## src/rtl/ex_mem_wb_pipeline.sv

```systemverilog
// ex_mem_wb_pipeline
//   EX/MEM and MEM/WB pipeline registers of the 5-stage MIPS core together
//   with the data-memory access controller. A load or store held in the
//   EX/MEM slot raises dmem_req. The upstream stages stay frozen (mem_stall)
//   until dmem_ack arrives, and bubbles are fed into MEM/WB meanwhile.
//
//   Optional feature macro: DMEM_TIMEOUT_EN
//     defined   - an access still waiting when the wait counter reaches
//                 TIMEOUT is aborted, and the sticky dmem_err flag is set.
//     undefined - accesses wait indefinitely and dmem_err is tied to 0.
//
//   Handshake: dmem_req/dmem_ack form a strict valid/ready pair. dmem_req
//   and the address/data/we fields stay stable from the first request cycle
//   until (and including) the cycle where dmem_ack is high. The access
//   completes on the edge that ends the ack cycle, and dmem_rdata is
//   captured only in that cycle.
//
//   fsm_state and wait_count expose the controller state for observation.

module ex_mem_wb_pipeline #(
    parameter int DATA_W  = 32,
    parameter int REG_AW  = 5,
    parameter int TIMEOUT = 15
) (
    input  logic              clk,
    input  logic              rst,
    input  logic              ex_valid,
    input  logic              flush_ex,
    input  logic              ex_RegWrite,
    input  logic              ex_MemRead,
    input  logic              ex_MemWrite,
    input  logic              ex_MemtoReg,
    input  logic [REG_AW-1:0] ex_Rd,
    input  logic [DATA_W-1:0] ex_alu_result,
    input  logic [DATA_W-1:0] ex_store_data,
    output logic              dmem_req,
    output logic              dmem_we,
    output logic [DATA_W-1:0] dmem_addr,
    output logic [DATA_W-1:0] dmem_wdata,
    input  logic              dmem_ack,
    input  logic [DATA_W-1:0] dmem_rdata,
    output logic              mem_stall,
    output logic              EX_MEM_RegWrite,
    output logic [REG_AW-1:0] EX_MEM_Rd,
    output logic [DATA_W-1:0] EX_MEM_result,
    output logic              MEM_WB_RegWrite,
    output logic [REG_AW-1:0] MEM_WB_Rd,
    output logic [DATA_W-1:0] MEM_WB_wdata,
    output logic              dmem_err,
    output logic              fsm_state,
    output logic [3:0]        wait_count
);

    localparam int CNT_W = 4;
    localparam logic [CNT_W-1:0] CNT_MAX     = '1;
    localparam logic [CNT_W-1:0] TIMEOUT_CNT = CNT_W'(TIMEOUT);
`ifdef DMEM_TIMEOUT_EN
    localparam logic TIMEOUT_ON = 1'b1;
`else
    localparam logic TIMEOUT_ON = 1'b0;
`endif

    typedef enum logic {
        ST_IDLE = 1'b0,
        ST_WAIT = 1'b1
    } state_t;

    state_t           state;
    state_t           state_next;
    logic [CNT_W-1:0] cnt;
    logic [CNT_W-1:0] cnt_next;
    logic             abort;

    // EX/MEM slot
    logic              em_valid;
    logic              em_regwrite;
    logic              em_memread;
    logic              em_memwrite;
    logic              em_memtoreg;
    logic [REG_AW-1:0] em_rd;
    logic [DATA_W-1:0] em_result;
    logic [DATA_W-1:0] em_store_data;

    // MEM/WB slot
    logic              mw_valid;
    logic              mw_regwrite;
    logic [REG_AW-1:0] mw_rd;
    logic [DATA_W-1:0] mw_wdata;

    logic memop;
    logic advance;
    logic ex_take;

    assign memop   = em_valid & (em_memread | em_memwrite);
    // An abort frees the slot in the same way as an ack, but with no data.
    assign mem_stall = memop & ~dmem_ack & ~abort;
    assign advance   = ~mem_stall;
    // flush_ex is only acted upon when the slot actually advances.
    assign ex_take   = ex_valid & ~flush_ex;

    assign dmem_req   = memop;
    assign dmem_we    = memop & em_memwrite;
    assign dmem_addr  = em_result;
    assign dmem_wdata = em_store_data;

    assign EX_MEM_RegWrite = em_valid & em_regwrite;
    assign EX_MEM_Rd       = em_rd;
    assign EX_MEM_result   = em_result;
    assign MEM_WB_RegWrite = mw_valid & mw_regwrite;
    assign MEM_WB_Rd       = mw_rd;
    assign MEM_WB_wdata    = mw_wdata;

    assign fsm_state  = state;
    assign wait_count = cnt;

    // Access controller state register and wait counter
    always_ff @(posedge clk or negedge rst) begin
        if (!rst) begin
            state <= ST_IDLE;
            cnt   <= '0;
        end else begin
            state <= state_next;
            cnt   <= cnt_next;
        end
    end

    // Next-state logic: enter WAIT on an unacknowledged access, leave on ack or timeout
    always_comb begin
        state_next = state;
        cnt_next   = cnt;
        abort      = 1'b0;
        case (state)
            ST_IDLE: begin
                if (memop && !dmem_ack) begin
                    state_next = ST_WAIT;
                    cnt_next   = '0;
                end
            end
            ST_WAIT: begin
                if (cnt != CNT_MAX) begin
                    cnt_next = cnt + 1'b1;
                end
                if (dmem_ack) begin
                    state_next = ST_IDLE;
                end else if (TIMEOUT_ON && memop && (cnt == TIMEOUT_CNT)) begin
                    abort      = 1'b1;
                    state_next = ST_IDLE;
                end
            end
            default: begin
                state_next = ST_IDLE;
            end
        endcase
    end

    // EX/MEM register: load EX (or a bubble) when advancing, hold while stalled
    always_ff @(posedge clk or negedge rst) begin
        if (!rst) begin
            em_valid      <= 1'b0;
            em_regwrite   <= 1'b0;
            em_memread    <= 1'b0;
            em_memwrite   <= 1'b0;
            em_memtoreg   <= 1'b0;
            em_rd         <= '0;
            em_result     <= '0;
            em_store_data <= '0;
        end else if (advance) begin
            if (ex_take) begin
                em_valid      <= 1'b1;
                em_regwrite   <= ex_RegWrite;
                em_memread    <= ex_MemRead;
                em_memwrite   <= ex_MemWrite;
                em_memtoreg   <= ex_MemtoReg;
                em_rd         <= ex_Rd;
                em_result     <= ex_alu_result;
                em_store_data <= ex_store_data;
            end else begin
                em_valid      <= 1'b0;
                em_regwrite   <= 1'b0;
                em_memread    <= 1'b0;
                em_memwrite   <= 1'b0;
                em_memtoreg   <= 1'b0;
                em_rd         <= '0;
                em_result     <= '0;
                em_store_data <= '0;
            end
        end
    end

    // MEM/WB register: take the EX/MEM slot on a normal advance, otherwise a bubble
    always_ff @(posedge clk or negedge rst) begin
        if (!rst) begin
            mw_valid    <= 1'b0;
            mw_regwrite <= 1'b0;
            mw_rd       <= '0;
            mw_wdata    <= '0;
        end else if (advance && !abort && em_valid) begin
            mw_valid    <= 1'b1;
            mw_regwrite <= em_regwrite;
            mw_rd       <= em_rd;
            mw_wdata    <= em_memtoreg ? dmem_rdata : em_result;
        end else begin
            mw_valid    <= 1'b0;
            mw_regwrite <= 1'b0;
            mw_rd       <= '0;
            mw_wdata    <= '0;
        end
    end

`ifdef DMEM_TIMEOUT_EN
    logic err_q;

    // Sticky timeout flag, cleared only by reset
    always_ff @(posedge clk or negedge rst) begin
        if (!rst) begin
            err_q <= 1'b0;
        end else if (abort) begin
            err_q <= 1'b1;
        end
    end

    assign dmem_err = err_q;
`else
    assign dmem_err = 1'b0;
`endif

endmodule

```

## config.mk

```make
export PLATFORM = sky130hd
export DESIGN_NAME = ex_mem_wb_pipeline
export DESIGN_NICKNAME = d
export VERILOG_FILES = /design/src/rtl/ex_mem_wb_pipeline.sv
export SDC_FILE = /design/constraint.sdc
export NUM_CORES = 1
export LEC_CHECK = 0
export CAP_MARGIN = 20
export CORE_MARGIN = 1.5
export CORE_UTILIZATION = 39
export CTS_CLUSTER_SIZE = 24
export DETAILED_ROUTE_END_ITERATION = 10
export PLACE_DENSITY = 0.81
export SKIP_CTS_REPAIR_TIMING = 1
export SYNTH_ARGS = -nofsm -noshare
export SYNTH_HDL_FRONTEND = slang
export SYNTH_SLANG_ARGS = --single-unit
```

## constraint.sdc

```tcl
create_clock -name clk -period 1.54 [get_ports clk]
set_input_delay 0.308 -clock clk [delete_from_list [all_inputs] [get_ports clk]]
set_output_delay 0.308 -clock clk [all_outputs]
set_load 0.05 [all_outputs]
```

==> results of run 1 <==
stage by stage:
stage                     util, %  cells  total power, W  area (sq um)  hold slack, ns
after floorplan                 -    351        0.004447          4684         0.01241
after CTS                   77.39    740        0.009755          8950        -0.08142
after global placement      72.14    708        0.005623          8343          0.3385
after global routing        77.77    743         0.01002          8994          0.4910
final                       77.77    743        0.009695          8994          0.4577
after detailed placement    72.14    708        0.005681          8343          0.3404
cells in the mapped netlist, drive strengths merged:
cell type	number	area (sq um)
dfrtp	118	2953
a22o	73	639.4
buf	52	380.4
nor2	34	127.6
mux2i	33	330.3
and2	10	62.56
inv	4	15.01
nand2	4	17.52
a21oi	3	26.28
clkbuf	3	11.26
nand2b	2	12.51
nand3	2	10.01
o21ai	2	10.00
o22ai	2	12.51
a211oi	1	7.510
a221oi	1	8.760
and2b	1	10.01
and4b	1	10.01
conb	1	3.750
ha	1	12.51
nor4	1	6.260
or2	1	8.760
xnor2	1	8.760
state kept, by name, indices dropped and copies added (netlist names), 4 cells and up:
signal	cells
EX_MEM_Rd	5
EX_MEM_result	32
MEM_WB_Rd	5
MEM_WB_wdata	32
dmem_wdata	32
wait_count	4
where the power goes:
| group | internal, W | switching (W) | total (W) |
|---|---|---|---|
| registers | 0.00326 | 0.000238 | 0.00349 |
| clock network | 0.00273 | 0.00132 | 0.00406 |
| logic | 0.00108 | 0.00106 | 0.00214 |
worst paths after layout:
check	startpoint	to	slack, ns	depth (start not counted)
min in group clk	em_regwrite$_DFFE_PN0N_	em_regwrite$_DFFE_PN0N_	0.50	1
max in group asynchronous	rst	em_memtoreg$_DFFE_PN0N_	0.77	3
worst min-delay path	rst	MEM_WB_wdata[16]$_DFF_PN0_	0.46	3
worst max-delay path	em_memwrite$_DFFE_PN0N_	dmem_req	-0.18	3
worst min register to register	em_regwrite$_DFFE_PN0N_	em_regwrite$_DFFE_PN0N_	0.50	1
worst max register to register	em_memwrite$_DFFE_PN0N_	dmem_wdata[24]$_DFFE_PN0N_	0.08	4
area by class of cell:
type,instances,area (sq um)
inverters,4,17.52
repair buffers,272,3899
clock inverters,10,152.6
well taps,143,178.9
flip-flops and latches,118,2955
multi-input cells,174,1336
clock buffers,22,454.2
fillers,658,2571
worst max-delay path, cell delays in order (launching register included):
cell     delay [ns]
dfrtp_1        0.41
or2_4          0.30
and2_4         0.16
buf_8          0.14
layer usage:
metal  part of all wire, %  global-route usage [%]  up-vias
met2                    55                   42.80      174
met4                   1.4                   6.667        0
li1                      -                       -     1692
met1                    37                   26.37     1908
met5                     0                       0        -
met3                   6.7                   7.073       16
logic make-up after synthesis:
group                    count (synthesis)  share of synthesized area, %
buffers and inverters                   59                         8.680
AND/OR/NAND/NOR                         56                         5.663
other                                    1                       0.08005
AO/OA/AOI/OAI                           82                         15.04
multiplexers                            33                         7.051
XOR/XNOR                                 1                        0.1870
flip-flops                             118                         63.03
adder cells (fa/ha/maj)                  1                        0.2671
==> results.toml, run 1 <==
[critical_path]
cp_max_fo = 4
required_ns = 1.23
start_kind = "flip-flop"
arrival_ns = 1.41
endpoint_kind = "primary output"
path_class = "reg2out"

[routing]
drt_iter0_markers = 201
final_antenna_net_count = 0
vias = 3790
viasPerCell = 5.101
wl_per_cell_um = 19.52
remaining_drc_errors = 0
routed_wl_um = 14500
drt-pass1-iter-count = 5

[place]
pre_cts_ws_ns = -0.2049
hpwl_um = 10570
place_congestion = 0.8004
io_buffers = 257

[synth]
syn_area_per_cell_sq_um = 13.35
yosys.cell_types.count = 29
ys_ff_latch = 118
ys.warnings.count = 0
netlist_area_sq_um = 4684
synthCells = 351
yosysSeqAreaShare_pct = 63.03
syn_nets = 462

[run_status]
run_status = "finished, violations left"
violations = "setup timing"

[global_routing]
grt_max_degree = 62
antenna_found_initial = 0
grt_usage_pct = 23.41
grt_pass1_vias = 4065
grt.overflow.total = 0
grt_first_pass_wirelength_um = 22780

[finish]
layout_commonest_cell = "buf_12"
antenna-diode-count = 0
area_delta_synth_final_pct = 91.99
layout_common_cells = "126 x buf_12, 116 x dfrtp_1, 108 x clkdlybuf4s50_1"
final_nets = 698
drive_gt1_share_pct = 33.33

[die]
fp.dieH_um = 112.6
initial_core_util_pct = 40.51
die_area_sq_um = 12680
num_rows = 39
fp.dieW_um = 112.6
pin_count = 259
coreArea_sq_um = 11560

[pwr]
ir_drop_uv = 705.3
power_leakage_nw = 4.100
powerDensity_nw_per_um2 = 1078

[timing]
period_needed_ns = 1.721
hold_viol_final = 0
fin_setup_tns_ns = -0.3829
drv_slew = 0
rsz0062_at_grt = "yes"
fmax_ghz = 0.5812
min_period_over_period_pct = 111.7
fin_ws_ns = -0.1806
finalClockSkew_ns = 0.008473
setup_violations = 3

[clock_tree]
cts_tree = "yes"
cts_max_path_buffers = 2
insertion_delay_ns = 0.40
clk_pin_slew_ns = 0.06
root_buffer = "clkbuf_16"
cts.sinks = 118
numCtsBuffers = 17
cts_htree_levels = 4

[job]
cap_violations = 0

[min_path]
hold_path.class = "in2async"
Note: power is estimated with default switching activity, not from simulation.
==> run 2, diff against run 1 <==
==> constraint.sdc (replaced) <==
create_clock -name clk -period 1.6 [get_ports clk]
set_input_delay 0.32 -clock clk [delete_from_list [all_inputs] [get_ports clk]]
set_output_delay 0.32 -clock clk [all_outputs]
set_load 0.05 [all_outputs]
==> results.toml, run 2 (synthesized netlist as in run 1, its figures left out) <==
[run_status]
run_status = "finished, violations left"
violations = "setup timing"

[clock_tree]
numCtsBuffers = 17
cts_max_path_buffers = 2
insertion_delay_ns = 0.40
cts_htree_levels = 4
root_buffer = "clkbuf_16"
cts.sinks = 118
cts_tree = "yes"
clk_pin_slew_ns = 0.05

[finish]
layout_common_cells = "116 x dfrtp_1, 108 x clkdlybuf4s50_1, 85 x buf_12"
layout_commonest_cell = "dfrtp_1"
antenna-diode-count = 0
area_delta_synth_final_pct = 81.54
final_cell_count_no_fill = 745
final_nets = 700
final_util_pct = 73.54
drive_gt1_share_pct = 34.22

[die]
die_area_sq_um = 12680
pin_count = 259
coreArea_sq_um = 11560
initial_core_util_pct = 40.51
num_rows = 39
fp.dieW_um = 112.6
fp.dieH_um = 112.6

[routing]
viasPerCell = 4.980
drt-pass1-iter-count = 4
vias = 3710
drt_iter0_markers = 219
wl_per_cell_um = 18.02
final_antenna_net_count = 0
remaining_drc_errors = 0
routed_wl_um = 13420

[place]
place_congestion = 0.7998
io_buffers = 257
pre_cts_ws_ns = -0.1752
hpwl_um = 9880
dpl.cell_count = 707

[critical_path]
reg2reg_depth = 4
cp_max_fo = 4
max_stage_delay_ns = 0.40
arrival_ns = 1.38
path_cells = "or2_4 -> and2_4 -> buf_8"
rrSetupSlack_ns = 0.21
timing.rr.end = "dmem_wdata[28]$_DFFE_PN0N_"
r2r-start = "em_memwrite$_DFFE_PN0N_"
crit_slowest_cell = "dfrtp_1"
start_kind = "flip-flop"
required_ns = 1.28
endpoint_kind = "primary output"
path_class = "reg2out"

[global_routing]
antenna_found_initial = 0
grt_pass1_vias = 3883
grt_first_pass_wirelength_um = 20810
grt.overflow.total = 0
grt_max_degree = 65
grt_usage_pct = 21.40

[pwr]
p_sw_share_pct = 26.89
clkPwrFrac_pct = 42.0
comb_power_share_pct = 21.4
ir_drop_uv = 715.2
switchingPower_w = 0.002455
intPower_w = 0.006674
power_leakage_nw = 3.993
pwr-share-seq_pct = 36.6
powerDensity_nw_per_um2 = 1073

[timing]
drv_slew = 0
rsz0062_at_grt = "yes"
fin_ws_ns = -0.1019
hold_viol_final = 0
finalClockSkew_ns = 0.008719
setup_violations = 2
min_period_over_period_pct = 106.4
fmax_ghz = 0.5876
period_needed_ns = 1.702

[job]
cap_violations = 0

[min_path]
hold_path.class = "in2async"
[run 2: cell types whose count changed in the layout (fill, tap and decap cells not counted)]
cell       delta
clkbuf_1      -2
buf_12       -41
clkbuf_8      +3
and2_1        -2
buf_4        +43
bufinv_16     -1
and2_4        +2
[run 2: how the worst max path moves through the flow]
| stage | startpoint | end | slack (ns) | cells after the start |
|---|---|---|---|---|
| 6_report | em_memwrite$_DFFE_PN0N_ | dmem_req | -0.10 | 3 |
| 5_1_grt | em_memwrite$_DFFE_PN0N_ | dmem_req | -0.14 | 3 |
| 4_1_cts | em_valid$_DFFE_PN0N_ | mem_stall | -0.20 | 4 |
| 3_5_place_dp | dmem_ack | dmem_wdata[19]$_DFFE_PN0N_ | -0.18 | 6 |
| 3_3_place_gp | dmem_ack | EX_MEM_result[7]$_DFFE_PN0N_ | -0.11 | 6 |
| 2_1_floorplan | wait_count[0]$_DFFE_PN0P_ | wait_count[1]$_DFFE_PN0P_ | 0.11 | 4 |
[run 2: area by class of cell]
| type | count | area, sq um |
|---|---|---|
| Clock buffer | 23 | 488.0 |
| Clock inverter | 9 | 122.6 |
| Fill cell | 750 | 3060 |
| Inverter | 4 | 17.52 |
| Multi-Input combinational cell | 174 | 1341 |
| Sequential cell | 118 | 2955 |
| Tap cell | 143 | 178.9 |
| Timing Repair Buffer | 274 | 3401 |
[run 2: routing by layer]
layer | vias to the layer above | wire (um) | global-route usage (%)
met3 | 22 | 970 | 6.587
met1 | 1801 | 5068 | 24.71
met2 | 197 | 7061 | 37.52
met5 | - | 0 | 0
met4 | 0 | 324 | 7.848
li1 | 1690 | - | -
[run 2: power by group through the flow]
| stage | Combinational (W) | Sequential (W) | Clock (W) |
|---|---|---|---|
| 2_1_floorplan | 0.000498 | 0.00378 | 0 |
| 3_3_place_gp | 0.00191 | 0.00338 | 0 |
| 3_5_place_dp | 0.00194 | 0.00339 | 0 |
| 4_1_cts | 0.00194 | 0.00334 | 0.00392 |
| 5_1_grt | 0.00205 | 0.00336 | 0.00406 |
| 6_report | 0.00195 | 0.00334 | 0.00384 |
[run 2: through the flow]
stage / area (sq um) / hold WS (ns) / total power [W] / setup TNS, ns
after floorplan: 4684 / 0.02441 / 0.004280 / 0
after global placement: 7823 / 0.1323 / 0.005282 / -7.147
after detailed placement: 7823 / 0.1326 / 0.005326 / -10.90
after CTS: 8433 / -0.2932 / 0.009201 / -0.3708
after global routing: 8504 / 0.2592 / 0.009467 / -0.3218
final: 8504 / 0.2814 / 0.009129 / -0.1969
[run 2: critical path: cells and delay by family (launching register included)]
family	cells	cell delay, ns
buffers and inverters	1	0.14
flip-flops	1	0.40
AND/OR/NAND/NOR	2	0.45
==> variant 1: new RTL, config.mk and constraints of run 1 <==
Change the parameter `DATA_W` from 32 to 48.
--- a/src/rtl/ex_mem_wb_pipeline.sv
+++ b/src/rtl/ex_mem_wb_pipeline.sv
@@ -18,7 +18,7 @@
 //   fsm_state and wait_count expose the controller state for observation.
 
 module ex_mem_wb_pipeline #(
-    parameter int DATA_W  = 32,
+    parameter int DATA_W  = 48,
     parameter int REG_AW  = 5,
     parameter int TIMEOUT = 15
 ) (
Interface: changed (7 resized); port bits go from 259 to 371. No check against the original RTL was run, so the function may have changed too.
==> variant 1 against run 1 <==
Sequential cell count increased by 48. Clock power increased by 3%. Critical endpoint is now EX_MEM_result[20]. Maximum frequency about the same. Non-clock buffer count increased by 128. Sequential power increased by 40%. The run still ends with setup timing left. Sequential share of layout area about the same. Power increased by 25%. Synthesized area increased by 39%. Count of clock-buffer cells in the layout unchanged. Cell area increased by 40%. Wire length increased by 62%. Critical path type is now reg2reg. Die area increased by 38%. Worst setup slack got worse by 0.0015 ns. Clock skew increased by 0.0017 ns.
==> variant 1: results (changes against run 1) <==
metric;value;unit;change
buf_share;0.456;;was 0.434
critPathMaxStageDelay;0.43;ns;was 0.41 ns
multi_input_cells;238;;was 174
seq-power;4.88;mW;was 3.49 mW
preCtsSetupSlack;-0.316;ns;was -0.205 ns
vias_per_cell;5.20;;was 5.10
drt-pass1-iter-count;4;;was 5
setup_viol;100;;was 3
signal_buffers;400;;was 272
yosysSeqAreaShare;0.637;;was 0.630
num-nonclk-inverters;3;;was 4
layout-drive-gt1-share;0.335;;was 0.333
synth-xor-area-share;0.00134;;was 0.00187
grt_max_degree;67;;was 62
nets;985;;was 698
critical_path.max_fanout;40;;was 4
syn_nets;648;;was 462
grt_first_pass_wirelength;34700;µm;was 22800 µm
synth.area.top_cells;dfrtp_1 64%, a22o_1 14%, mux2i_1 7.5%, buf_4 6.4%, nor2_1 2.9%;;was dfrtp_1 63%, a22o_1 14%, mux2i_1 7.1%, buf_4 5.3%, nor2_1 2.7%
worstSetupEndpoint;EX_MEM_result[20];;was dmem_req
clk_share;0.0455;;was 0.0675
violations;setup timing;;unchanged
fill_cells;913;;was 658
antenna_found_initial;1;;was 0
status;finished with violations;;unchanged
worst_slack;-0.182;ns;was -0.181 ns
-- variant 1: cell types whose count changed in the layout (fill, tap and decap cells not counted), sizes merged, moves of 2 or more --
cell,delta
a22o,+32
buf,+77
bufinv,-2
clkbuf,+3
clkdlybuf4s50,+48
clkinv,-3
clkinvlp,+3
dfrtp,+48
mux2i,+16
nand2,-2
nor2,+17
-- variant 1: worst register-to-register path: stages (launching register included) --
cell	delay (ns)
dfrtp_1	0.43
or2_4	0.28
buf_4	0.15
a21oi_4	0.22
buf_12	0.16
buf_12	0.21
a22o_1	0.21
-- variant 1: routing by layer --
metal / wire length [µm] / up-vias / global-route usage
li1: - / 2371 / -
met1: 8300 / 2776 / 0.290
met2: 12500 / 309 / 0.461
met3: 1870 / 49 / 0.0807
met4: 773 / 0 / 0.122
met5: 0 / - / 0
==> variant 2: new RTL, config.mk and constraints of run 1 <==
Without the edit above. Register the output `wait_count` once more, cleared by the reset; this adds one clock of latency there. The other outputs are not delayed to match.
--- a/src/rtl/ex_mem_wb_pipeline.sv
+++ b/src/rtl/ex_mem_wb_pipeline.sv
@@ -111,7 +111,13 @@
     assign MEM_WB_wdata    = mw_wdata;
 
     assign fsm_state  = state;
-    assign wait_count = cnt;
+    always_ff @(posedge clk or negedge rst) begin
+        if (!rst) begin
+            wait_count <= '0;
+        end else begin
+            wait_count <= cnt;
+        end
+    end
 
     // Access controller state register and wait counter
     always_ff @(posedge clk or negedge rst) begin
Behaviour: not the same (Yosys sat finds a counterexample within 4 cycles, from zero or initial values and one cycle with rst low).
==> variant 2 against run 1 <==
Maximum frequency is essentially flat. Register-to-register slack improved by 0.03 ns. Power rose by 1.2%. Critical path type unchanged. Cell area up 0.75%. Clock skew hardly changed. Worst setup slack got worse by 0.00064 ns. Critical path depth stayed put. The flow finishes with violations (hold timing, setup timing). Sequential cell count is 4 higher. Via count down 1.7%. First-iteration DRC count shrank 12%. Critical endpoint unchanged. Clock power up 2%. Synthesized area increased by 2.1%. Wire length fell by 0.83%. Sequential power is 4% higher.
==> variant 2: results (changes against run 1) <==
metric;value;unit;change
status;finished with violations;;unchanged
violations;hold timing, setup timing;;was setup timing
gp_congestion;0.809;;was 0.800
grt_util_all_layers;0.231;;was 0.234
reg2reg_depth;5;;was 4
drt-pass1-iter-count;4;;was 5
wl_per_cell;19.2;µm;was 19.5 µm
worst_slack;-0.181;ns;about the same
yosysSeqAreaShare;0.638;;was 0.630
critPathLaunch;em_memwrite;;unchanged
setup_viol;2;;was 3
synth_common_cells;122 x dfrtp_1, 73 x a22o_1, 34 x nor2_1;;was 118 x dfrtp_1, 73 x a22o_1, 34 x nor2_1
nets;701;;was 698
grt_max_degree;123;;was 62
rr_endpoint;dmem_wdata[29];;was dmem_wdata[24]
tightest_slew;0.643;ns;
vias;3727;;was 3790
htree_num_levels;4;;unchanged
power.leakage;4.14;nW;was 4.10 nW
grt_first_pass_wirelength;22400;µm;was 22800 µm
grt_pass1_vias;4008;;was 4065
drtIter0Drc;176;;was 201
hold_slack;-0.00402;ns;was 0.458 ns
finalHoldViolations;5;;was 0
syn_nets;466;;was 462
hold_class;in2async;;unchanged
dpl.hpwl;10500;µm;was 10600 µm
netSwitchingPower;2.63;mW;about the same
clock_skew;0.00805;ns;was 0.00847 ns
[variant 2: cell count changes in the layout (fill, tap and decap cells not counted)]
cell / delta
clkinv_2: -2
buf_4: +3
dlygate4sd3_1: -1
clkbuf_1: -2
buf_12: -3
dfrtp_1: +4
clkbuf_8: +2
[variant 2: per-stage QoR]
stage / std cells / TNS, ns / setup slack [ns] / cell area (µm²)
5_1_grt: 748 / -0.421 / -0.212 / 9060
3_3_place_gp: 715 / -11.52 / -0.168 / 8400
4_1_cts: 745 / -0.547 / -0.245 / 9020
3_5_place_dp: 715 / -12.16 / -0.188 / 8400
2_1_floorplan: 355 / 0 / 0.171 / 4780
6_report: 748 / -0.355 / -0.181 / 9060
[variant 2: power by group through the flow]
stage                     clock network [mW]  registers, mW  logic, mW
after floorplan                            0           4.08      0.518
after global placement                     0           3.66       2.00
after detailed placement                   0           3.68       2.04
after CTS                               4.22           3.63       2.05
after global routing                    4.35           3.65       2.13
final                                   4.15           3.63       2.04
[variant 2: area by class of cell]
| cell class | count | area [µm²] |
|---|---|---|
| flip-flops and latches | 122 | 3060 |
| well taps | 147 | 184 |
| fillers | 701 | 2950 |
| clock inverters | 8 | 143 |
| multi-input cells | 174 | 1340 |
| clock buffers | 22 | 474 |
| repair buffers | 271 | 3850 |
| inverters | 4 | 17.5 |
[variant 2: per-layer routing]
metal  track usage  routed length, µm  up-vias
li1              -                  -     1697
met1         0.255               5200     1833
met2         0.407               7830      166
met3        0.0701                903       31
met4         0.108                446        0
met5             0                  0        -
[variant 2: logic make-up (layout without fill, tap and decap cells)]
group,count (synthesis),count (layout),share of synthesized area
flops,122,122,0.638
compound gates,82,82,0.147
buf+inv,59,305,0.0850
simple gates,56,56,0.0554
mux,33,33,0.0690
fa+ha+maj,1,1,0.00261
other cells,1,1,0.000784
xor+xnor,1,1,0.00183
